[src/rtl/reg_alu_sequencer_if.sv]
// Instruction handshake plus register-file/ALU control bundle for reg_alu_sequencer.
interface reg_alu_sequencer_if #(
   parameter int REP_W = 4,
   parameter int CNT_W = 16
);
   logic             instr_valid;
   logic             instr_ready;
   logic [15:0]      instr;
   logic [7:0]       imm_in;
   logic [REP_W-1:0] rep_in;
   logic             abort;
   logic [7:0]       ALUResult;
   logic [3:0]       RA1;
   logic [3:0]       RA2;
   logic [3:0]       WA;
   logic [7:0]       external_data_in;
   logic             RegWrite;
   logic             ALUSrc;
   logic [1:0]       ALUControl;
   logic             busy;
   logic             done;
   logic [7:0]       result_out;
   logic [CNT_W-1:0] op_count;

   modport slave (
      input  instr_valid, instr, imm_in, rep_in, abort, ALUResult,
      output instr_ready, RA1, RA2, WA, external_data_in, RegWrite, ALUSrc,
             ALUControl, busy, done, result_out, op_count
   );

   modport master (
      output instr_valid, instr, imm_in, rep_in, abort, ALUResult,
      input  instr_ready, RA1, RA2, WA, external_data_in, RegWrite, ALUSrc,
             ALUControl, busy, done, result_out, op_count
   );
endinterface

[src/rtl/reg_alu_sequencer.sv]
// Multi-cycle sequencer driving the register-file/ALU datapath with an accumulate-repeat loop.
// Optional completed-op counter enabled by defining SEQ_PERF_EN.
module reg_alu_sequencer #(
   parameter int REP_W = 4,
   parameter int CNT_W = 16
) (
   input  logic                clk,
   input  logic                reset,
   reg_alu_sequencer_if.slave  bus
);
   typedef enum logic [1:0] {IDLE, EXEC, DONE} state_t;

   state_t           state_q, state_d;
   logic [REP_W-1:0] iter_q, iter_d;
   logic [REP_W-1:0] rep_q, rep_d;
   logic [3:0]       ra1_q, ra1_d;
   logic [3:0]       ra2_q, ra2_d;
   logic [3:0]       wa_q, wa_d;
   logic [7:0]       imm_q, imm_d;
   logic             alusrc_q, alusrc_d;
   logic [1:0]       aluctl_q, aluctl_d;
   logic [7:0]       result_q, result_d;
   logic             accept;
   logic             done_entry;
   logic             unused_reserved;

   assign unused_reserved = bus.instr[0];
   assign accept          = bus.instr_valid && bus.instr_ready;
   // Abort takes priority over completion so an aborted final iteration never reports done.
   assign done_entry      = (state_q == EXEC) && !bus.abort && (iter_q == rep_q);

   always_comb begin
      state_d  = state_q;
      iter_d   = iter_q;
      rep_d    = rep_q;
      ra1_d    = ra1_q;
      ra2_d    = ra2_q;
      wa_d     = wa_q;
      imm_d    = imm_q;
      alusrc_d = alusrc_q;
      aluctl_d = aluctl_q;
      result_d = result_q;
      case (state_q)
         IDLE: begin
            if (accept) begin
               state_d  = EXEC;
               iter_d   = '0;
               rep_d    = bus.rep_in;
               alusrc_d = bus.instr[15];
               aluctl_d = bus.instr[14:13];
               wa_d     = bus.instr[12:9];
               ra1_d    = bus.instr[8:5];
               ra2_d    = bus.instr[4:1];
               imm_d    = bus.imm_in;
            end
         end
         EXEC: begin
            if (bus.abort) begin
               state_d = IDLE;
            end else if (done_entry) begin
               state_d  = DONE;
               result_d = bus.ALUResult;
            end else begin
               // Later iterations accumulate into rd.
               iter_d = iter_q + 1'b1;
               ra1_d  = wa_q;
            end
         end
         DONE:    state_d = IDLE;
         default: state_d = IDLE;
      endcase
   end

   always_ff @(posedge clk) begin
      if (reset) begin
         state_q  <= IDLE;
         iter_q   <= '0;
         rep_q    <= '0;
         ra1_q    <= '0;
         ra2_q    <= '0;
         wa_q     <= '0;
         imm_q    <= '0;
         alusrc_q <= 1'b0;
         aluctl_q <= '0;
         result_q <= '0;
      end else begin
         state_q  <= state_d;
         iter_q   <= iter_d;
         rep_q    <= rep_d;
         ra1_q    <= ra1_d;
         ra2_q    <= ra2_d;
         wa_q     <= wa_d;
         imm_q    <= imm_d;
         alusrc_q <= alusrc_d;
         aluctl_q <= aluctl_d;
         result_q <= result_d;
      end
   end

   assign bus.instr_ready      = (state_q == IDLE) && !reset;
   assign bus.busy             = (state_q == EXEC);
   assign bus.done             = (state_q == DONE);
   assign bus.RegWrite         = (state_q == EXEC) && !bus.abort;
   assign bus.RA1              = ra1_q;
   assign bus.RA2              = ra2_q;
   assign bus.WA               = wa_q;
   assign bus.external_data_in = imm_q;
   assign bus.ALUSrc           = alusrc_q;
   assign bus.ALUControl       = aluctl_q;
   assign bus.result_out       = result_q;

`ifdef SEQ_PERF_EN
   logic [CNT_W-1:0] op_count_q, op_count_d;

   always_comb begin
      op_count_d = op_count_q;
      if (done_entry) op_count_d = op_count_q + 1'b1;
   end

   always_ff @(posedge clk) begin
      if (reset) op_count_q <= '0;
      else       op_count_q <= op_count_d;
   end

   assign bus.op_count = op_count_q;
`else
   assign bus.op_count = {CNT_W{1'b0}};
`endif
endmodule

[src/flat_wrapper.sv]
// flat-port wrapper written by rule: the top's interface ports become plain ports
module reg_alu_sequencer_flat 
#(
   parameter int REP_W = 4,
   parameter int CNT_W = 16
)
  (clk, reset, bus_instr_valid, bus_instr, bus_imm_in, bus_rep_in, bus_abort, bus_ALUResult, bus_instr_ready, bus_RA1, bus_RA2, bus_WA, bus_external_data_in, bus_RegWrite, bus_ALUSrc, bus_ALUControl, bus_busy, bus_done, bus_result_out, bus_op_count);
  reg_alu_sequencer_if #(.REP_W(REP_W), .CNT_W(CNT_W)) bus_i ();
  input  logic clk;
  input  logic reset;
  input wire logic [$bits(bus_i.instr_valid)-1:0] bus_instr_valid;
  input wire logic [$bits(bus_i.instr)-1:0] bus_instr;
  input wire logic [$bits(bus_i.imm_in)-1:0] bus_imm_in;
  input wire logic [$bits(bus_i.rep_in)-1:0] bus_rep_in;
  input wire logic [$bits(bus_i.abort)-1:0] bus_abort;
  input wire logic [$bits(bus_i.ALUResult)-1:0] bus_ALUResult;
  output wire logic [$bits(bus_i.instr_ready)-1:0] bus_instr_ready;
  output wire logic [$bits(bus_i.RA1)-1:0] bus_RA1;
  output wire logic [$bits(bus_i.RA2)-1:0] bus_RA2;
  output wire logic [$bits(bus_i.WA)-1:0] bus_WA;
  output wire logic [$bits(bus_i.external_data_in)-1:0] bus_external_data_in;
  output wire logic [$bits(bus_i.RegWrite)-1:0] bus_RegWrite;
  output wire logic [$bits(bus_i.ALUSrc)-1:0] bus_ALUSrc;
  output wire logic [$bits(bus_i.ALUControl)-1:0] bus_ALUControl;
  output wire logic [$bits(bus_i.busy)-1:0] bus_busy;
  output wire logic [$bits(bus_i.done)-1:0] bus_done;
  output wire logic [$bits(bus_i.result_out)-1:0] bus_result_out;
  output wire logic [$bits(bus_i.op_count)-1:0] bus_op_count;
  assign bus_i.instr_valid = bus_instr_valid;
  assign bus_i.instr = bus_instr;
  assign bus_i.imm_in = bus_imm_in;
  assign bus_i.rep_in = bus_rep_in;
  assign bus_i.abort = bus_abort;
  assign bus_i.ALUResult = bus_ALUResult;
  assign bus_instr_ready = bus_i.instr_ready;
  assign bus_RA1 = bus_i.RA1;
  assign bus_RA2 = bus_i.RA2;
  assign bus_WA = bus_i.WA;
  assign bus_external_data_in = bus_i.external_data_in;
  assign bus_RegWrite = bus_i.RegWrite;
  assign bus_ALUSrc = bus_i.ALUSrc;
  assign bus_ALUControl = bus_i.ALUControl;
  assign bus_busy = bus_i.busy;
  assign bus_done = bus_i.done;
  assign bus_result_out = bus_i.result_out;
  assign bus_op_count = bus_i.op_count;
  reg_alu_sequencer #(.REP_W(REP_W), .CNT_W(CNT_W)) u_core (.clk(clk), .reset(reset), .bus(bus_i));
endmodule
[config.mk]
export PLATFORM = sky130hd
export DESIGN_NAME = reg_alu_sequencer_flat
export DESIGN_NICKNAME = d
export VERILOG_FILES = /design/src/rtl/reg_alu_sequencer_if.sv /design/src/rtl/reg_alu_sequencer.sv /design/src/flat_wrapper.sv
export SDC_FILE = /design/constraint.sdc
export NUM_CORES = 1
export LEC_CHECK = 0
export BUFFER_PORTS_ARGS = -buffer_cell sky130_fd_sc_hd__buf_2
export CORE_ASPECT_RATIO = 0.6
export CORE_MARGIN = 4
export CORE_UTILIZATION = 45
export CTS_BUF_LIST = sky130_fd_sc_hd__clkbuf_16
export CTS_CLUSTER_SIZE = 16
export DETAILED_ROUTE_END_ITERATION = 12
export PLACE_DENSITY_LB_ADDON = 0.08
export SYNTH_ARGS = -nofsm -noshare
export SYNTH_HDL_FRONTEND = slang
export SYNTH_SLANG_ARGS = --single-unit
[constraint.sdc]
create_clock -name clk -period 3.9 [get_ports clk]
set_input_delay 0.195 -clock clk [delete_from_list [all_inputs] [get_ports clk]]
set_output_delay 0.195 -clock clk [all_outputs]
set_load 0.1 [all_outputs]
==> metrics <==
Slowest Stage Delay on Critical Path=between 500 and 600 ps; Mapped Area=about 0.0019 mm^2; FMAX=roughly 0.42 GHz; Detailed Route Iter0 Violations=between 100 and 150; Max transition margin=~40%; met2 Resource Use GR=between 20% and 30%; clk slew on worst S/H paths=60 ps; Routed Wire Length=between 4000 and 5000 um; GRT Residual Overflow=0; vias=1629; worst hold stages=3; Avg Synthesized Cell Area=between 8 and 9 um^2; yosys warns=0; Vias/cell=4.63; Setup TNS=0 ps; Initial Util=46.6%; reg-to-reg critical path startpoint=u_core.state_q[1]; Synth-to-Final Area Change=24.3%; ys async rst share=0%; fin crit share=about three fifths; CP endpoint kind=output pin; Power, Total=approximately 1.2 mW; Fill cells=between 300 and 400; CTS resizes=0; Power Dens Cells=roughly 500 mW/mm^2; Slew Viols, Final=0; critical path required time=approximately 3700 ps; Synth cell types=34; Final min period=~2400 ps; First-pass DRT Iterations=4; critical path arrival=about 2200 ps; Clock Latency Late Sink=280 ps; CP max stage cell=buf_2; HP Start=bus_instr[1]; initial antenna violation count=0; worst reg2reg path depth=5; Reg2Reg Capture Point=u_core.iter_q[3]; Peak VDD IR=0.319 mV; share of cells above drive strength 1=between 30% and 40%; Setup CP Type=reg -> out; H-tree levels=2; hold_buf cts=0; critical path fanouts, max=14; CTS buffer count=5; critical-path cell list=nand2b_1, inv_4, nand2b_4, inv_1, buf_2; all-layer global routing usage=roughly 16%; DRC Markers=0; Top Family by Delay on Critical Path=buffers and inverters; placed cells=between 300 and 400; ANT cells=0; Routed Antenna Nets=0; Die Span X=92.1 um; CTS sink cnt=41; Fin. Hold Viols=0; Die ar.=around 0.0054 mm^2; leakage=around 1.1 nW; M1 GR Usage=21.7%; worst reg2reg setup slack=roughly 1800 ps; final core utilization=a little under 60%; first-pass GRT wire length=between 6000 and 7000 um; Hold Path Sink=u_core.bus.RA2[0]; core box area=between 0.004 and 0.005 mm^2; hpwl dp=roughly 2900 um; NumNets Final=332; setup repair bufs after CTS=0; synthesized flop and latch total=slightly above 40; number of synthesized flops with an enable pin=0; clock skew=3.11 ps; WHS=about 110 ps; Root Driver=clkbuf_16; final instance area=between 0.002 and 0.0025 mm^2; row count=18; per-cell routed wire length=11.6 um; Worst Tran Pin Value=902 ps; final setup fails=0; IO Pins=91; gr busiest metal=met2; met3 Usage GRT=under 10%; dpl ws=1580 ps; largest net degree at the start of global routing=about 50; Worst setup SP type=flop; Cell Area, Placed=roughly 0.0022 mm^2; Main synth FF type=dfxtp_1; Die Y-Extent=around 58 um; worst setup slack after layout=~1500 ps; clk buf depth=2; Max-cap violations=0; vias in the first global route=1459; RSZ-0062 raised after global routing=false; Mapped Cells=approximately 230; CTS tree=built; sequential share of the synthesized area=42.9%; GP Congestion=about 0.70; outcome=finished, final reports clean; Cell Count, Final, Fillers Out=352; WP buf/inv=3; worst hold path class=in -> reg; number of port buffers=73
-- synth_stat cells (2+ instances only) --
cell       n  area, um^2
a21oi_1   14        70.1
a311oi_1   2        17.5
buf_2      3        15.0
buf_4     17         128
clkbuf_1  11        41.3
dfxtp_1   41         821
inv_1      2        7.51
mux2_2     4        45.0
mux2i_1    2        20.0
nand2_1   31         116
nand2b_1  26         163
nand3_1    9        45.0
nor2b_1    5        31.3
nor3_1     4        20.0
o21ai_0   32         160
xnor2_1    4        35.0
-- worst register-to-register path: stages, from the launching register on --
cell and delay (ps):
dfxtp_1 370, nor4b_4 830, buf_4 350, nor3b_1 70, a311oi_1 210, a21oi_1 90
-- final cells by class --
cell class | count | area [um^2] | share of cell area [%]
clock buffer | 5 | 125 | 5.27
tap | 60 | 75.1 | 3.16
inverter | 3 | 13.8 | 0.579
sequential | 41 | 821 | 34.5
timing repair buffer | 75 | 380 | 16.0
multi-input combinational | 165 | 950 | 40.0
clock inverter | 3 | 11.3 | 0.474
-- cell usage in the layout, fill, tap and decap left out --
master,synthesis,final
and3_1,1,1
conb_1,1,16
o21ai_1,1,1
xnor2_1,4,4
inv_1,2,5
or3_1,1,1
nor3b_1,1,1
mux2_2,4,4
nand2_1,31,31
or4b_1,1,1
a2111oi_2,1,1
mux2i_4,1,1
nand3_1,9,9
clkbuf_16,0,5
mux2i_1,2,2
nor3_1,4,4
nand3b_1,1,1
and4_1,1,1
buf_4,17,2
nand2b_4,1,1
o2111a_1,1,1
a311oi_1,2,2
buf_2,3,73
nor4_1,1,1
nor4b_4,1,1
nor2_1,1,1
nor2b_1,5,5
nand4_1,1,1
ha_1,1,1
nand2b_1,26,26
a21oi_1,14,14
inv_4,1,1
o21ai_0,32,32
dfxtp_1,41,41
-- power breakdown --
part | switching [mW] | total, mW | internal, mW
logic | 0.284 | 0.341 | 0.0569
clock network | 0.153 | 0.383 | 0.230
registers | 0.0138 | 0.457 | 0.443
-- state kept, by name, indices dropped and copies added, names as in the netlist --
signal / count
u_core.bus.ALUControl: 2
u_core.bus.ALUSrc: 1
u_core.bus.RA1: 4
u_core.bus.RA2: 4
u_core.bus.WA: 4
u_core.bus.external_data_in: 8
u_core.bus.result_out: 8
u_core.iter_q: 4
u_core.rep_q: 4
u_core.state_q: 2
-- routing by layer --
layer	wire [um]	share of wire, %	vias to the layer above
met1	2060	50	715
li1	-	-	858
met5	0	0	-
met4	19	0.46	0
met3	359	8.8	3
met2	1650	40	53
-- worst max-delay path by stage --
stage / from / to / slack [ps] / cells past startpoint
3_5_place_dp: reset / u_core.iter_q[3] / 1580 / 6
3_3_place_gp: reset / u_core.iter_q[2] / 1550 / 6
5_1_grt: u_core.state_q[0] / bus_RegWrite / 1310 / 5
4_1_cts: u_core.state_q[0] / bus_RegWrite / 1490 / 5
2_1_floorplan: reset / bus_instr_ready / 1120 / 3
6_report: u_core.state_q[0] / bus_RegWrite / 1500 / 5
-- kinds of logic (layout without fill, tap and decap cells) --
logic type | count (synthesis) | count (layout) | share of synthesized area, %
other | 1 | 16 | 0.196
xor gates and xnor gates | 4 | 4 | 1.83
buffers and inverters | 34 | 86 | 10.3
AOI/OAI and AO/OA | 51 | 51 | 14.6
muxes | 7 | 7 | 4.58
and+or+nand+nor | 86 | 86 | 24.9
adders and majority gates | 1 | 1 | 0.654
DFF | 41 | 41 | 42.9
(Power assumes the default switching activity.)
